## src/rtl/genius_pkg.sv

```systemverilog
// rtl/genius_pkg.sv - shared constants, state encoding and press check for the Genius sequence recorder
package genius_pkg;

    localparam int DEF_DEPTH    = 16;
    localparam int DEF_ADDR_W   = 4;
    localparam int DEF_N_BOTOES = 7;
    localparam int DEF_TIMEOUT  = 5000;

    typedef enum logic [2:0] {
        INICIAL  = 3'd0,
        ESPERA   = 3'd1,
        REGISTRA = 3'd2,
        SOLTA    = 3'd3,
        FIM      = 3'd4,
        ERRO     = 3'd5
    } estado_t;

    // A legal press has exactly one button down.
    function automatic logic um_quente(input logic [DEF_N_BOTOES-1:0] v);
        return (v != '0) && ((v & (v - DEF_N_BOTOES'(1))) == '0);
    endfunction

endpackage

```

## src/rtl/contador_m.sv

```systemverilog
// rtl/contador_m.sv - modulo-M up counter with asynchronous clear and terminal-count flag
module contador_m #(
    parameter int M = 5000,
    parameter int N = $clog2(M)
) (
    input  logic clock,
    input  logic zera_as,
    input  logic conta,
    output logic fim
);

    logic [N-1:0] q;

    // Count while enabled; zera_as forces zero immediately and holds it there.
    always_ff @(posedge clock or posedge zera_as) begin
        if (zera_as) begin
            q <= '0;
        end else if (conta) begin
            q <= (q == N'(M - 1)) ? '0 : q + N'(1);
        end
    end

    assign fim = (q == N'(M - 1));

endmodule

```

## src/rtl/ram_16x7.sv

```systemverilog
// rtl/ram_16x7.sv - sequence RAM with synchronous write and registered read
module ram_16x7 #(
    parameter int DEPTH  = 16,
    parameter int ADDR_W = 4,
    parameter int W      = 7
) (
    input  logic              clock,
    input  logic              reset,
    input  logic              we,
    input  logic [ADDR_W-1:0] wr_endereco,
    input  logic [W-1:0]      wr_dado,
    input  logic [ADDR_W-1:0] rd_endereco,
    output logic [W-1:0]      rd_dado
);

    logic [W-1:0] mem [0:DEPTH-1];

    // Storage is never reset so a recording survives a reset pulse.
    always_ff @(posedge clock) begin
        if (we) begin
            mem[wr_endereco] <= wr_dado;
        end
    end

    // Registered read; a same-address write in the same cycle returns the old word.
    always_ff @(posedge clock or negedge reset) begin
        if (!reset) begin
            rd_dado <= '0;
        end else begin
            rd_dado <= mem[rd_endereco];
        end
    end

endmodule

```

## src/rtl/genius_gravador.sv

```systemverilog
// rtl/genius_gravador.sv - records a player-entered button sequence into RAM for later replay
module genius_gravador
    import genius_pkg::*;
#(
    parameter int DEPTH    = DEF_DEPTH,
    parameter int ADDR_W   = DEF_ADDR_W,
    parameter int N_BOTOES = DEF_N_BOTOES,
    parameter int TIMEOUT  = DEF_TIMEOUT
) (
    input  logic                clock,
    input  logic                reset,
    input  logic                iniciar,
    input  logic                finalizar,
    input  logic [N_BOTOES-1:0] botoes,
    input  logic [ADDR_W-1:0]   rd_endereco,
    output logic [N_BOTOES-1:0] rd_dado,
    output logic                gravando,
    output logic                pronto,
    output logic                erro,
    output logic                timeout,
    output logic [ADDR_W-1:0]   tamanho,
    output logic [2:0]          db_estado
);

    localparam int CNT_W = ADDR_W + 1;

    estado_t             estado;
    estado_t             estado_prox;
    logic [N_BOTOES-1:0] botoes_r;
    logic [N_BOTOES-1:0] jogada;
    logic [CNT_W-1:0]    count;
    logic [CNT_W-1:0]    count_mais_um;
    logic [ADDR_W-1:0]   wr_addr;
    logic                zera_idle;
    logic                conta_idle;
    logic                idle_fim;
    logic                valida;
    logic                invalida;
    logic                tem_jogadas;
    logic                por_timeout;
    logic                escreve;

    assign valida        = um_quente(botoes_r);
    assign invalida      = (botoes_r != '0) && !valida;
    assign tem_jogadas   = (count != '0);
    assign count_mais_um = count + CNT_W'(1);
    assign conta_idle    = (estado == ESPERA);
    assign escreve       = (estado == REGISTRA);

    // Next-state decision; finalizar outranks presses, presses outrank the idle timeout.
    always_comb begin
        estado_prox = estado;
        por_timeout = 1'b0;
        case (estado)
            INICIAL: begin
                if (iniciar) estado_prox = ESPERA;
            end
            ESPERA: begin
                if (finalizar && tem_jogadas) begin
                    estado_prox = FIM;
                end else if (invalida) begin
                    estado_prox = ERRO;
                end else if (valida) begin
                    estado_prox = REGISTRA;
                end else if (idle_fim) begin
                    por_timeout = 1'b1;
                    estado_prox = tem_jogadas ? FIM : ERRO;
                end
            end
            REGISTRA: begin
                estado_prox = (count_mais_um == CNT_W'(DEPTH)) ? FIM : SOLTA;
            end
            SOLTA: begin
                if (finalizar && tem_jogadas) begin
                    estado_prox = FIM;
                end else if (botoes_r == '0) begin
                    estado_prox = ESPERA;
                end
            end
            FIM, ERRO: begin
                if (iniciar) estado_prox = ESPERA;
            end
            default: estado_prox = INICIAL;
        endcase
    end

    // State register plus the recording datapath it steers.
    always_ff @(posedge clock or negedge reset) begin
        if (!reset) begin
            estado    <= INICIAL;
            botoes_r  <= '0;
            jogada    <= '0;
            count     <= '0;
            wr_addr   <= '0;
            timeout   <= 1'b0;
            zera_idle <= 1'b1;
        end else begin
            estado    <= estado_prox;
            botoes_r  <= botoes;
            // Idle counter is held at zero in every state except ESPERA.
            zera_idle <= (estado_prox != ESPERA);
            case (estado)
                INICIAL, FIM, ERRO: begin
                    if (iniciar) begin
                        count   <= '0;
                        wr_addr <= '0;
                        timeout <= 1'b0;
                    end
                end
                ESPERA: begin
                    if (estado_prox == REGISTRA) jogada <= botoes_r;
                    if (por_timeout) timeout <= 1'b1;
                end
                REGISTRA: begin
                    count   <= count_mais_um;
                    wr_addr <= wr_addr + ADDR_W'(1);
                end
                default: ;
            endcase
        end
    end

    contador_m #(
        .M(TIMEOUT)
    ) u_idle (
        .clock   (clock),
        .zera_as (zera_idle),
        .conta   (conta_idle),
        .fim     (idle_fim)
    );

    ram_16x7 #(
        .DEPTH  (DEPTH),
        .ADDR_W (ADDR_W),
        .W      (N_BOTOES)
    ) u_ram (
        .clock       (clock),
        .reset       (reset),
        .we          (escreve),
        .wr_endereco (wr_addr),
        .wr_dado     (jogada),
        .rd_endereco (rd_endereco),
        .rd_dado     (rd_dado)
    );

    assign gravando  = (estado == ESPERA) || (estado == SOLTA);
    assign pronto    = (estado == FIM);
    assign erro      = (estado == ERRO);
    assign db_estado = estado;
    // count==DEPTH wraps the low bits to zero, so the minus one still yields DEPTH-1.
    assign tamanho   = tem_jogadas ? (count[ADDR_W-1:0] - ADDR_W'(1)) : '0;

endmodule

```

## config.mk

```make
export PLATFORM = sky130hd
export DESIGN_NAME = genius_gravador
export DESIGN_NICKNAME = d
export VERILOG_FILES = /design/src/rtl/genius_pkg.sv /design/src/rtl/contador_m.sv /design/src/rtl/ram_16x7.sv /design/src/rtl/genius_gravador.sv
export SDC_FILE = /design/constraint.sdc
export NUM_CORES = 1
export LEC_CHECK = 0
export ABC_AREA = 1
export CAP_MARGIN = 20
export CORE_MARGIN = 5
export CORE_UTILIZATION = 54
export CTS_CLUSTER_DIAMETER = 60
export DETAILED_ROUTE_END_ITERATION = 8
export HOLD_SLACK_MARGIN = 0.1
export PLACE_DENSITY = 0.75
export SYNTH_ARGS = -nofsm -noshare
export SYNTH_HDL_FRONTEND = slang
export SYNTH_SLANG_ARGS = --single-unit
```

## constraint.sdc

```tcl
create_clock -name clock -period 1.2 [get_ports clock]
set_input_delay 0.24 -clock clock [delete_from_list [all_inputs] [get_ports clock]]
set_output_delay 0.24 -clock clock [all_outputs]
set_load 0.01 [all_outputs]
```

Yosys cells after proc, flatten, opt, wreduce, memory -nomap -nowiden. Memory sizes are Yosys's and may differ from the RTL's. A register that Yosys moved wholly into a read port is not among the register bits. Index checks and enable logic that the tools add are counted.

Bits in registers: 41. Bits in writable memories: 112. Input bits: 15. Logic and storage cells: 69. Memories: 1.

$add $sub $neg: 5. Equal/unequal tests: 11. Multiplexer cells: 26. Bitwise operators: 1. Reductions and logical operators: 17.

Memory list: u_ram.mem (words 16, width 7, read ports 1, clocked after Yosys merged registers in 1, wr ports 1, RTL line ram_16x7.sv:16) `logic [W-1:0] mem [0:DEPTH-1];`.

Operators with widths (number): $mux 3 (8); $logic_not 7->1 (2); $add 13x1->13 const B (1); $eq 13x13->1 const B (1); $mux 13 (1); $pmux 3 s4 (1); $mux 1 (10); $pmux 5 s2 (1); $eq 3x2->1 const B (3); $mux 4 (2); $pmux 4 s2 (1); $and 7x7->7 (1); $reduce_bool 7->1 (1); $sub 7x1->7 const B (1); $eq 3x3->1 const B (2); $add 5x1->5 const B (1); $eq 5x5->1 const B (1); $mux 5 (1); $reduce_bool 5->1 (1); $add 4x1->4 const B (1); $ne 2x1->1 const B (2); $reduce_and 2->1 (2); $reduce_bool 2->1 (2); $sub 4x1->4 const B (1); 9 further kinds (12).

Longest topological paths before layout. Gate-level depths: netlist (run 1).

Word-level depth: 11. Gate-level depth with buffers: 12. Gate-level depth less buffers: 11.

Modules after synthesis. A second synthesis (run 1) with hierarchy kept.

Cell total of the unflattened synthesis: 766. Area, all modules: 7414.6 um2.

By module, submodules not included: ram_16x7 (times used 1, cells an instance 485, area an instance 5073.6 um2, sequential area each 3538.4 um2); genius_gravador (times used 1, cells an instance 170, area an instance 1511.4 um2, sequential area each 701.9 um2); contador_m (times used 1, cells an instance 111, area an instance 829.5 um2, sequential area each 325.3 um2).

Least setup slack after synthesis (run 1). Ideal clock, no wire load.

Path type: reg-to-reg. From: register estado[0], in the netlist db_estado[0]. To: memory u_ram.mem[4][0], enable pin. Setup time: 0.360 ns. Arrival time: 1.424 ns. Path slack: -0.584 ns. Stages on the path, launching flop included: 7. Path buffers: 1. Path through: dfrtp_1 > inv_1 > nand3_1 > inv_1 > buf_2 > nand2_1 > nor2_1.

Longest elaborated chain between the ends: 3.

RTL lines: start: declaration (RTL line genius_gravador.sv:27) `estado_t estado;`; start signal: assignment (RTL line genius_gravador.sv:98) `estado <= estado_prox;`; $eq 3x2->1 (RTL line genius_gravador.sv:48) `assign escreve = (estado == REGISTRA);`; $mux 1 (RTL line ram_16x7.sv:20) `if (we) begin`; $mux 1 (implied by the code) (RTL line ram_16x7.sv:21) `mem[wr_endereco] <= wr_dado;`; end: declaration (RTL line ram_16x7.sv:16).

Every way passes these cells.

Final worst setup path (run 1).
From: register count[0]. To: output port tamanho[2].

Longest elaborated chain between the ends: 2.

RTL lines: start: declaration (RTL line genius_gravador.sv:31) `logic [CNT_W-1:0] count;`; start signal: assignment (RTL line genius_gravador.sv:115) `count <= count_mais_um;`; $sub 4x1->4 or $reduce_bool 5->1 (tied branches) (RTL line genius_gravador.sv:151, genius_gravador.sv:45); $mux 4 * (RTL line genius_gravador.sv:151) `assign tamanho = tem_jogadas ? (count[ADDR_W-1:0] - ADDR_W'(1)) : '0;`; end: declaration (RTL line genius_gravador.sv:21) `output logic [ADDR_W-1:0] tamanho,`.

Every way passes the cells marked *; elsewhere a longest branch is shown, timed or not.

==> results of run 1 <==
sequential cells by signal, summed over array words and instances, names as in the netlist:
register / cells
u_ram.rd_dado: 7
jogada: 7
count: 5
timeout: 1
botoes_r: 7
zera_idle: 1
wr_addr: 4
u_idle.q: 13
db_estado: 3
u_ram.mem: 112
worst max-delay path by stage:
stage | from | end | cells after the start
floorplan | db_estado[2] | u_ram.mem[0][0] | 6
global placement | count[0] | tamanho[2] | 7
detailed placement | count[0] | tamanho[2] | 7
CTS | count[0] | tamanho[2] | 7
global route | count[0] | tamanho[2] | 7
finish | count[0] | tamanho[2] | 7
Yosys cell counts (2+ instances only):
library cell	n
sky130_fd_sc_hd__ha_1	7
sky130_fd_sc_hd__xor2_1	4
sky130_fd_sc_hd__nor3b_1	2
sky130_fd_sc_hd__buf_1	2
sky130_fd_sc_hd__nor2_2	2
sky130_fd_sc_hd__clkbuf_1	9
sky130_fd_sc_hd__nand2_1	77
sky130_fd_sc_hd__nand3_4	2
sky130_fd_sc_hd__o21ai_0	43
sky130_fd_sc_hd__nor2_1	48
sky130_fd_sc_hd__inv_1	67
sky130_fd_sc_hd__nand4_1	14
sky130_fd_sc_hd__dfrtp_1	47
sky130_fd_sc_hd__nand3_1	26
sky130_fd_sc_hd__a21oi_1	37
sky130_fd_sc_hd__nor3_1	7
sky130_fd_sc_hd__buf_2	6
sky130_fd_sc_hd__buf_4	2
sky130_fd_sc_hd__mux2i_1	28
sky130_fd_sc_hd__inv_2	3
sky130_fd_sc_hd__edfxtp_1	112
sky130_fd_sc_hd__o22ai_1	2
sky130_fd_sc_hd__o211ai_1	29
power by group through the flow:
stage | Clock [uW] | Sequential (uW) | Combinational (uW)
finish | 5370 | 7130 | 5510
global route | 5660 | 7140 | 5810
CTS | 5380 | 7030 | 4870
detailed placement | 0 | 7120 | 3580
global placement | 0 | 7090 | 3450
floorplan | 0 | 7340 | 1390
kinds of logic after synthesis:
kind of cell               synth area share (%)
buffers and inverters                     5.324
xor gates and xnor gates                 0.6360
DFF                                       66.31
muxes                                     4.071
AOI/OAI and AO/OA                         10.27
adders and majority gates                 1.272
and+or+nand+nor                           12.12
area by class of cell:
| type | instances | area [um^2] |
|---|---|---|
| clock buffer | 22 | 444.2 |
| clock inverter | 10 | 138.9 |
| fill | 655 | 2510 |
| inverter | 72 | 295.3 |
| multi-input combinational | 342 | 2638 |
| sequential | 160 | 4569 |
| tap | 172 | 215.2 |
| timing repair buffer | 189 | 1758 |
per-layer routing:
metal	GRT usage (%)	vias to the layer above	routed length [um]	part of all wire, %
met5	0	-	0	0
met4	10.43	0	995	4.9
met3	5.764	94	1347	6.6
met2	47.25	295	10400	51
met1	32.20	2684	7588	37
li1	-	2464	-	-
stage by stage:
step	instance area, um^2	hold WS [ns]	worst slack, ns
floorplan	7151	-0.05559	-0.2710
detailed placement	8506	0.1842	-0.6115
CTS	9752	0.2437	-0.6128
global route	10060	0.2369	-0.7240
finish	10060	0.2466	-0.6760
global placement	8506	0.1773	-0.4939
timing repair:
action,4_1_cts,5_1_grt
pin swaps,37,42
setup endpoints to repair,168,160
hold endpoints to repair,35,0
cloned,2,0
hold buffers,1,0
gates resized for setup,173,78
buffers inserted,39,24
==> out/summary.md, run 1 <==
The count of input and output buffers works out to 32. The tools report the number of slew-limit violations in the final report as 0. The startpoint of the worst register-to-register path is count[0]. At the end of the flow, the number of nets in the layout was 804. Distinct cell type count of the synthesized netlist: 41. For this run, the number of Yosys warnings is 0. The logs give 0 for the number of hold violations in the final report and 4 for the number of H-tree levels.

Leaving out filler cells and counting taps, the final layout contains 967. The number of buffers and inverters on the critical path is 3. The final core utilization was 80.03%. Yosys mapped a number of flops with a built-in enable equal to 112. For this configuration, the core starts out at a cell density of 54.78%. Measured against its own limit, the worst slew margin works out to 61.88%. The worst-case IR drop observed on VDD is 0.001615 V. The sequential-to-total area share from yosys stat was 66.31%; the final clock period utilization by the worst path was 156.3%. The cell with the largest stage delay on the worst path is sky130_fd_sc_hd__dfrtp_1. In the layout the commonest cells are sky130_fd_sc_hd__edfxtp_1 (112), sky130_fd_sc_hd__buf_4 (108), sky130_fd_sc_hd__inv_1 (55).

The total setup violations reported at the end of the flow came out at 157. Sequential cells burn 39.6% of the power. The run gives 1.64 ns as the arrival time reported for the critical path endpoint. Setup repair after global routing could not meet its margin everywhere. The origin of the worst min-delay path is botoes[4]. 0 antenna diodes ended up in the layout. The clock tree root driver cell is sky130_fd_sc_hd__clkbuf_16. The tools report the residual DRC count as 0. Of all nets on the critical path, the largest fanout is 3. Of all cell types, the one taking the most synthesized area is sky130_fd_sc_hd__edfxtp_1. In this run, the clock network consumes 29.8% of the power. During I/O placement, the number of pins put on the boundary was 33. Traced cell by cell, the critical path runs through inv_2, ha_4, inv_4, nor2_4, o21ai_1, o21ai_1, buf_2.

Summed over all nets, the half-perimeter wirelength after detailed placement is 10770 um. STA puts the critical path data required time at 0.96 ns. The die covers 15110 um^2.

The most used flip-flop cell after synthesis was sky130_fd_sc_hd__edfxtp_1. End point of the worst hold path: botoes_r[4]. At the end of routability-driven placement, the weighted congestion stood at 0.8828. The share of synthesized flip-flops with an asynchronous set or reset is 30.00%.

The worst register-to-register path ends at zera_idle. The run gives -0.59 ns as the internal reg-to-reg setup slack. The combinational power share was 30.6%; the power density of the placed cells was 1790 nW/um^2. Yosys attributes the largest share of cell area to sky130_fd_sc_hd__edfxtp_1 (49%), sky130_fd_sc_hd__dfrtp_1 (17%), sky130_fd_sc_hd__nand2_1 (4.2%), sky130_fd_sc_hd__mux2i_1 (4.1%), sky130_fd_sc_hd__inv_1 (3.7%). The count of vias placed by the detailed router is 5537, and the clock period minus final worst setup slack is 1.876 ns. For the worst-skew pair, the clock arrives at the later sink with an insertion delay of 0.43 ns. The clock passes through at most 2 buffers. The total area inside the core boundary comes to 12570 um^2.

The number of synthesized register bits is 160. Measured along the x axis, the die boundary spans 122.9 um. The most numerous cell type found on the critical path is sky130_fd_sc_hd__o21ai_1. The worst register-to-register path has a depth of 10. Summed over all cells, the static leakage comes to 0.004177 uW. The logs give 0 for the number of antenna violations at the first check in global routing and 29 for the pin count of the biggest net entering global routing. The via count of the first global-routing pass came out at 5640.

The critical path's top delay family is flip-flops. The cell depth of the worst min-delay path was 1; the count of placed standard cells including taps was 887. For the least setup slack across all paths after layout, the log shows -0.6760 ns. The tightest min-delay check is of the in2reg type. The CTS buffer count was 17. The run finished, with violations left. The number of cells produced by synthesis is 594, and the final routed wire length divided by cell count is 21.03 um. Of the cells placed in the final design, the portion with a size suffix greater than 1 is 42.26%. The die height is 122.9 um.

The wire length of the first global-routing pass was 29950 um; the total routed wirelength was 20340 um. The area share of the largest cell type after synthesis was 48.85%; the clock net sink count was 160. The final clock skew came out at 0.01092 ns.

For the pin with the worst max-slew slack, the measured transition is 0.5712 ns. The checks that failed: negative setup slack. Cell internal power was estimated by the tool at 12490 uW.

When the netlist entered floorplanning its net count stood at 616. In this run the power spent charging and discharging nets is 5509 uW. STA classifies the critical path endpoint as an output pin.

Compared with the post-synthesis result, the final layout area differs by 46.08%. The final total power came out at 18000 uW. The synthesized netlist occupies a cell area of 6885 um^2.

The leading cell type in the layout, fill and taps excluded is sky130_fd_sc_hd__edfxtp_1. The detailed-router iteration count before antenna repair was 5; the longest individual stage delay on the worst path was 0.41 ns. After global routing the overflow that remains totals 0. TritonCTS built the clock tree. By startpoint and endpoint, the worst setup path is classified as reg2out. The count of max-cap constraint violations is 0. After routing, the total negative slack on setup checks comes to -59.59 ns. For the maximum achievable frequency, the log shows 533.1 MHz.

Net switching is 30.61% of the power. After floorplanning, the core was divided into 41 placement rows. The tools report the kind of launch point of the worst setup path as a flop. After the first detailed-routing iteration, the DRC count stood at 502. The run gives 0 as the number of routed nets with antenna violations. Across every metal layer, demand over resource in global routing totals 26.80%. Using the TritonRoute via totals, the vias-per-cell ratio works out to 5.726. Dividing the synthesized area by the synthesized cell count gives 11.59 um^2. After clock tree synthesis, the clock-pin slew on the worst setup and hold paths is 0.06 ns.
Note: power is estimated with default switching activity, not from simulation.
==> run 2: changes to the inputs <==
RECOVER_POWER = 50   (was default)
==> run 2 against run 1 <==
Compared with the run above:
- the flow still finishes with violations (negative setup slack)
- power shrank 0.36%
- clock skew is essentially flat
- clock power is essentially flat
==> out/summary.md, run 2 (synthesis results as in run 1) <==
Register bank with the most flops: u_ram.mem. The actual transition at the worst max-transition pin is 0.5964 ns (+0.02519 ns). Last element of the critical path: tamanho[2]. The startpoint of the worst register-to-register path is count[0].

The power density of the placed cells was 1789 nW/um^2 (about the same); the clock period minus final worst setup slack was 1.865 ns (-0.01076 ns). The run gives 0 (unchanged) as the total overflow reported by the global router. The clock slew at the register clock pins of the worst setup and hold paths was 0.06 ns (about the same); the pin count of the biggest net entering global routing was 29 (unchanged). For the initial standard-cell utilization of the core, the log shows 54.78% (unchanged).

The maximum achievable frequency was 536.1 MHz (+0.58%). In this design, the critical path's most frequently occurring cell is sky130_fd_sc_hd__o21ai_1. Wire length of the first global-routing pass: 29950 um (unchanged).

The type of the worst setup path was reg2out. The endpoint of the worst register-to-register path was zera_idle. The cell with the largest stage delay on the worst path was sky130_fd_sc_hd__dfrtp_1.

The clock net sink count was 160 (unchanged). For the number of antenna cells inserted, the log shows 0 (unchanged). STA classifies the critical path startpoint as a flop. The worst relative slew slack is 60.24% (-1.6 points). Clock tree root driver cell: sky130_fd_sc_hd__clkbuf_16. The peak ir drop on the vdd network was 0.001611 V (-0.25%); the sequential cell area was 4569 um^2 (unchanged).

Count of max-cap constraint violations: 0 (unchanged). The cell row count was 41 (unchanged); the via count of the first global-routing pass was 5640 (unchanged). The die boundary width came out at 122.9 um (unchanged). The final clock period utilization by the worst path came out at 155.4% (-0.90 points). For the placeable core region, the log shows 12570 um^2 (unchanged). The tools report the top-level I/O count as 33 (unchanged). The number of hold violations in the final report was 0 (unchanged); the final core utilization was 79.79% (-0.24 points). The cell count along the critical path works out to 7 (unchanged).

Area of combinational cells with multiple inputs: 2638 um^2 (unchanged). The logic depth of the worst register-to-register path is 10 (unchanged), and the number of flip-flops in the largest register is 112 (unchanged). The run gives 804 (unchanged) as the final layout net count.

The tools report the total routed wirelength as 20370 um (+0.16%). The cell family contributing the most delay on the critical path is flip-flops. The longest individual stage delay on the worst path is 0.41 ns (about the same), and the static power due to leakage is 0.004157 uW (-0.46%). The run gives 0 (unchanged) as the number of routed nets with antenna violations. The insertion delay of the later-clocked pin in the worst-skew pair is 0.43 ns (about the same), and the die height is 122.9 um (unchanged). For the number of buffers on the longest clock path, the log shows 2 (unchanged). The run gives 0.8828 (unchanged) as the routability congestion estimate from global placement. From synthesis to final layout, the design area changed by 45.65%. Leaving out fill and tap cells, the most frequent cell in the layout is sky130_fd_sc_hd__edfxtp_1. The critical path data required time is 0.96 ns (about the same), and the final routed wire length divided by cell count is 21.06 um (+0.16%). The count of vias placed by the detailed router is 5598 (+1.1%), and the number of fill cells is 665 (+1.5%).

The buffers plus inverters on the worst setup path is 3 (unchanged), and the HPWL after detailed placement is 10770 um (unchanged). Final clock skew: 0.01052 ns (-0.0003994 ns). In this run the worst hold path is classified as in2async.

The tools report the number of H-tree levels as 4 (unchanged). The run gives -59.80 ns (-0.2085 ns) as the post-route setup TNS. For the final cell count without fillers, the log shows 967 (unchanged). Detailed-router iteration count before antenna repair: 6 (+1). TritonCTS built the clock tree. The total setup violations reported at the end of the flow was 157 (unchanged); the internal reg-to-reg setup slack was -0.60 ns (about the same). The count of placed standard cells including taps was 887 (unchanged). The tools report the arrival time reported for the critical path endpoint as 1.63 ns (about the same).

In the layout the commonest cells are sky130_fd_sc_hd__edfxtp_1 (112), sky130_fd_sc_hd__buf_4 (103), sky130_fd_sc_hd__inv_1 (55). The flow ran to the end, but the final reports show violations. The share of cells above drive strength 1 works out to 41.76% (-0.50 points). The final reports fail on negative setup slack. The ratio of routed vias to standard cells is 5.789 (+1.1%). Traced cell by cell, the critical path runs through inv_2, ha_4, inv_4, nor2_4, o21ai_1, o21ai_1, buf_2. For the CTS buffer count, the log shows 17 (unchanged). The residual DRC count came out at 0 (unchanged). The run gives -0.6652 ns (+0.01076 ns) as the least setup slack across all paths after layout.

The number of slew-limit violations in the final report was 0 (unchanged). For the area enclosed by the die boundary, the log shows 15110 um^2 (unchanged). The count of input and output buffers is 32 (unchanged). STA classifies the critical path endpoint as an output pin. The largest registers in the layout are u_ram.mem: 112 flops, u_idle.q: 13 flops. The post-placement worst setup slack came out at -0.6115 ns (unchanged).

The run gives 614 (+22%) as the number of DRC markers in iteration 0. The worst setup path startpoint is count[0]. Setup repair after global routing could not meet its margin everywhere.

The highest fanout seen on the critical path came out at 3 (unchanged). The final total power was 17940 uW (-0.36%); the number of antenna violations at the first check in global routing was 0 (unchanged). For the all-layer global routing usage, the log shows 26.80% (unchanged).
## run 2: cell type report
cell class	instances	area share, %
clock buffers	22	4.429
clock inverters	10	1.385
inverters	72	2.944
multi-input cells	342	26.30
flip-flops and latches	160	45.56
well taps	172	2.146
repair buffers	189	17.23
## run 2: where the power goes
part	leakage, uW	total [uW]	internal, uW	switching [uW]
registers	0.00161	7130	6750	380
logic	0.00226	5440	2420	3020
clock network	0.000282	5360	3270	2100
## run 2: per-layer routing
metal,track usage [%],vias up,part of all wire (%)
li1,-,2463,-
met1,32.20,2710,37
met2,47.25,328,51
met3,5.764,97,6.7
met4,10.43,0,4.9
met5,0,-,0
## run 2: worst reg2reg max path: cells and delay by family, from the launching register on
family,cells,cell delay [ns]
DFF,1,0.41
adders and majority gates,1,0.16
AOI/OAI and AO/OA,1,0.15
xor gates and xnor gates,1,0.21
and+or+nand+nor,5,0.50
buffers and inverters,2,0.27
## run 2: worst min-delay path by stage
| stage | start | end | slack, ns | cells past startpoint |
|---|---|---|---|---|
| after detailed placement | reset | timeout | 0.18 | 1 |
| final | reset | timeout | 0.28 | 2 |
| after CTS | botoes[4] | botoes_r[4] | 0.24 | 1 |
| after global placement | reset | timeout | 0.18 | 1 |
| after floorplan | reset | botoes_r[0] | -0.06 | 0 |
| after global routing | reset | timeout | 0.32 | 2 |
## run 2: per-stage QoR
stage | hold slack, ns | area, um^2
after floorplan | -0.05559 | 7151
after global placement | 0.1773 | 8506
after detailed placement | 0.1842 | 8506
after CTS | 0.2437 | 9752
after global routing | 0.3203 | 10030
final | 0.2800 | 10030
## run 2: timing repair
| action | CTS | global route |
|---|---|---|
| buffers inserted | 39 | 24 |
| pin swaps | 37 | 42 |
| hold endpoints to repair | 35 | 0 |
| hold buffers | 1 | 0 |
| gates resized for setup | 173 | 78 |
| cloned | 2 | 0 |
| endpoints found under the setup margin | 168 | 160 |
==> run 3: changes to the inputs <==
CTS_CLUSTER_DIAMETER = 200   (was 60)
SKIP_LAST_GASP = 1   (was default)
==> run 3 against run 2 <==
Compared with the run above:
- cell count is the same
- non-clock buffer count stayed put
- design area decreased by 0.61%
- largest power group unchanged
- the run still ends with negative setup slack left
- sequential power is essentially flat
- clock power is 0.9% higher
==> out/summary.md, run 3 (synthesis results as in run 1) <==
The count of max-cap constraint violations is 0 (unchanged). The clock period minus final worst setup slack was 1.887 ns (+0.02133 ns). STA classifies the critical path startpoint as a flop. The logs give 0.004143 uW (-0.35%) for the static power due to leakage and 29 (unchanged) for the pin count of the biggest net entering global routing. Leaving out fill and tap cells, the most frequent cell in the layout is sky130_fd_sc_hd__edfxtp_1.

Switching power of the nets: 5533 uW (+0.63%). Final routed wire length divided by cell count: 20.61 um (-2.1%). The ratio of routed vias to standard cells works out to 5.796 (+0.13%). The run gives 17 (unchanged) as the CTS buffer count.

The number of antenna violations at the first check in global routing came out at 0 (unchanged). The peak ir drop on the vdd network is 0.001541 V (-4.3%), and the synthesis-to-layout area growth is 44.76%. For the total setup violations reported at the end of the flow, the log shows 156 (-0.64%).

The run finished, with violations left. The share of cells above drive strength 1 was 40.38% (-1.4 points). The initial standard-cell utilization of the core is 54.78% (unchanged), and the number of H-tree levels is 4 (unchanged).

The final clock skew was 0.007813 ns (-0.002705 ns). After global routing, the most crowded layer is met2. The tools report the cell internal power dissipation as 12420 uW (-0.12%). The detailed-router iteration count before antenna repair came out at 5 (-1). The tree is rooted in a sky130_fd_sc_hd__clkbuf_16. The routability congestion estimate from global placement is 0.8828 (unchanged). The clock slew at the register clock pins of the worst setup and hold paths was 0.06 ns (about the same). For the wire length of the first global-routing pass, the log shows 28900 um (-3.5%).

For the HPWL after detailed placement, the log shows 10770 um (unchanged). TritonCTS built the clock tree. The clock net sink count is 160 (unchanged), and the final layout net count is 804 (unchanged). The count of input and output buffers was 32 (unchanged). For the met1 layer usage reported by global route, the log shows 31.62% (-0.57 points).

The top-level I/O count was 33 (unchanged). The logs give 0.96 ns (about the same) for the critical path data required time and 530.1 MHz (-1.1%) for the maximum achievable frequency. The number of hold violations in the final report was 0 (unchanged); the insertion delay of the later-clocked pin in the worst-skew pair was 0.43 ns (about the same). Total routed wirelength: 19930 um (-2.1%).

The checks that failed: negative setup slack. The run gives 30.3% (about the same) as the combinational power share. The worst setup path is of the reg2out kind. The largest registers in the layout are u_ram.mem: 112 flops, u_idle.q: 13 flops. The highest fanout seen on the critical path is 3 (unchanged), and the die height is 122.9 um (unchanged). The final clock period utilization by the worst path is 157.2% (+1.8 points), and the total overflow reported by the global router is 0 (unchanged). The count of vias placed by the detailed router is 5605 (+0.13%), and the area enclosed by the die boundary is 15110 um^2 (unchanged).

The post-placement worst setup slack is -0.6115 ns (unchanged), and the die boundary width is 122.9 um (unchanged). The logs give 5543 (-1.7%) for the via count of the first global-routing pass and 609 (-0.81%) for the number of DRC markers in iteration 0. For the all-layer global routing usage, the log shows 25.72% (-1.1 points). The switching power as a share of total power came out at 30.82% (+0.16 points). The least setup slack across all paths after layout is -0.6865 ns (-0.02133 ns), and the worst hold margin is 0.3509 ns (+0.07092 ns).

For the share of total power in the clock network, the log shows 30.1% (+0.2 points). STA classifies the critical path endpoint as an output pin. The number of buffers on the longest clock path was 2 (unchanged).

The library cells used most frequently in the layout, excluding fill and tap cells, are sky130_fd_sc_hd__edfxtp_1 (112), sky130_fd_sc_hd__buf_4 (106), sky130_fd_sc_hd__inv_1 (58). Placeable core region: 12570 um^2 (unchanged). Actual transition at the worst max-transition pin: 0.9888 ns (+0.3924 ns).

The number of slew-limit violations in the final report was 0 (unchanged); the power density of the placed cells was 1801 nW/um^2 (+0.72%). The logs give 41 (unchanged) for the cell row count and 39.6% (about the same) for the sequential group share of total power. The residual DRC count is 0 (unchanged). For the arrival time reported for the critical path endpoint, the log shows 1.65 ns (+0.02 ns).

The kind of path behind the tightest hold check was reg2async. The tools report the global routing usage on met3 as 5.306% (-0.46 points). The logs give 0 (unchanged) for the number of antenna cells inserted and 44.93% (-2.3 points) for the met2 track demand over resource. u_ram.mem holds more flip-flops than any other register.

The tools report the internal reg-to-reg setup slack as -0.66 ns (-0.06 ns). The number of flip-flops in the largest register is 112 (unchanged). The worst relative slew slack was 34.08% (-26 points); the number of routed nets with antenna violations was 0 (unchanged). Setup repair after global routing could not meet its margin everywhere.
[run 3: cell types whose count changed in the layout (fill, tap and decap cells not counted), moves of 2 or more]
cell and delta:
sky130_fd_sc_hd__a21oi_4 -2, sky130_fd_sc_hd__nor3_1 +2, sky130_fd_sc_hd__nor2_4 +3, sky130_fd_sc_hd__buf_4 +3, sky130_fd_sc_hd__nand3_4 +2, sky130_fd_sc_hd__nand3_2 -3
sky130_fd_sc_hd__nor2_2 -2, sky130_fd_sc_hd__nor3_2 -3, sky130_fd_sc_hd__buf_8 -2, sky130_fd_sc_hd__inv_2 -2, sky130_fd_sc_hd__inv_1 +3
[run 3: final cells by class]
cell class                 instances  area [um^2]
clock buffer                      22        444.2
clock inverter                    10        138.9
fill                             683         2601
inverter                          72        287.8
multi-input combinational        342         2599
sequential                       160         4571
tap                              172        215.2
timing repair buffer             189         1712
[run 3: stage by stage]
stage                     power [uW]  std cells  utilization [%]  setup TNS [ns]  instance area (um^2)
final                          17960        967            79.30          -63.91                  9967
after CTS                      17140        959            77.21          -53.75                  9704
after floorplan                 8730        594                -          -30.82                  7151
after global placement         10540        887            67.68          -47.04                  8506
after global routing           18550        967            79.30          -71.24                  9967
after detailed placement       10690        887            67.68          -52.56                  8506
[run 3: path summary, 6_finish.rpt]
check | start | to | depth (start not counted)
max | count[0] | tamanho[2] | 7
min | zera_idle | u_idle.q[10] | 1
min reg2reg | zera_idle | u_idle.q[10] | 1
min in group clock | botoes[4] | botoes_r[4] | 1
max in group asynchronous | reset | db_estado[0] | 2
max reg2reg | count[0] | db_estado[2] | 11
[run 3: critical path: stages, from the launching register on]
cell	delay, ns
sky130_fd_sc_hd__dfrtp_1	0.41
sky130_fd_sc_hd__inv_2	0.10
sky130_fd_sc_hd__ha_4	0.14
sky130_fd_sc_hd__inv_2	0.05
sky130_fd_sc_hd__nor2_4	0.11
sky130_fd_sc_hd__o21ai_1	0.09
sky130_fd_sc_hd__o21ai_1	0.13
sky130_fd_sc_hd__buf_2	0.17
[run 3: timing repair]
action,CTS,global route
setup buffers,39,22
endpoints found under the hold margin,35,0
gates cloned,2,0
pin swaps,35,44
setup endpoints to repair,168,159
hold buffers,1,0
resized for setup,161,73
[run 3: power by group through the flow]
stage                     Combinational [uW]  Clock (uW)  Sequential (uW)
after floorplan                         1390           0             7340
after global placement                  3450           0             7090
after detailed placement                3580           0             7120
after CTS                               4730        5380             7030
after global routing                    5720        5700             7130
final                                   5430        5410             7110
[run 3: layer usage]
| layer | vias up | part of all wire [%] |
|---|---|---|
| met5 | - | 0 |
| met4 | 0 | 3.6 |
| met3 | 74 | 6.4 |
| met2 | 305 | 51 |
| met1 | 2758 | 39 |
| li1 | 2468 | - |
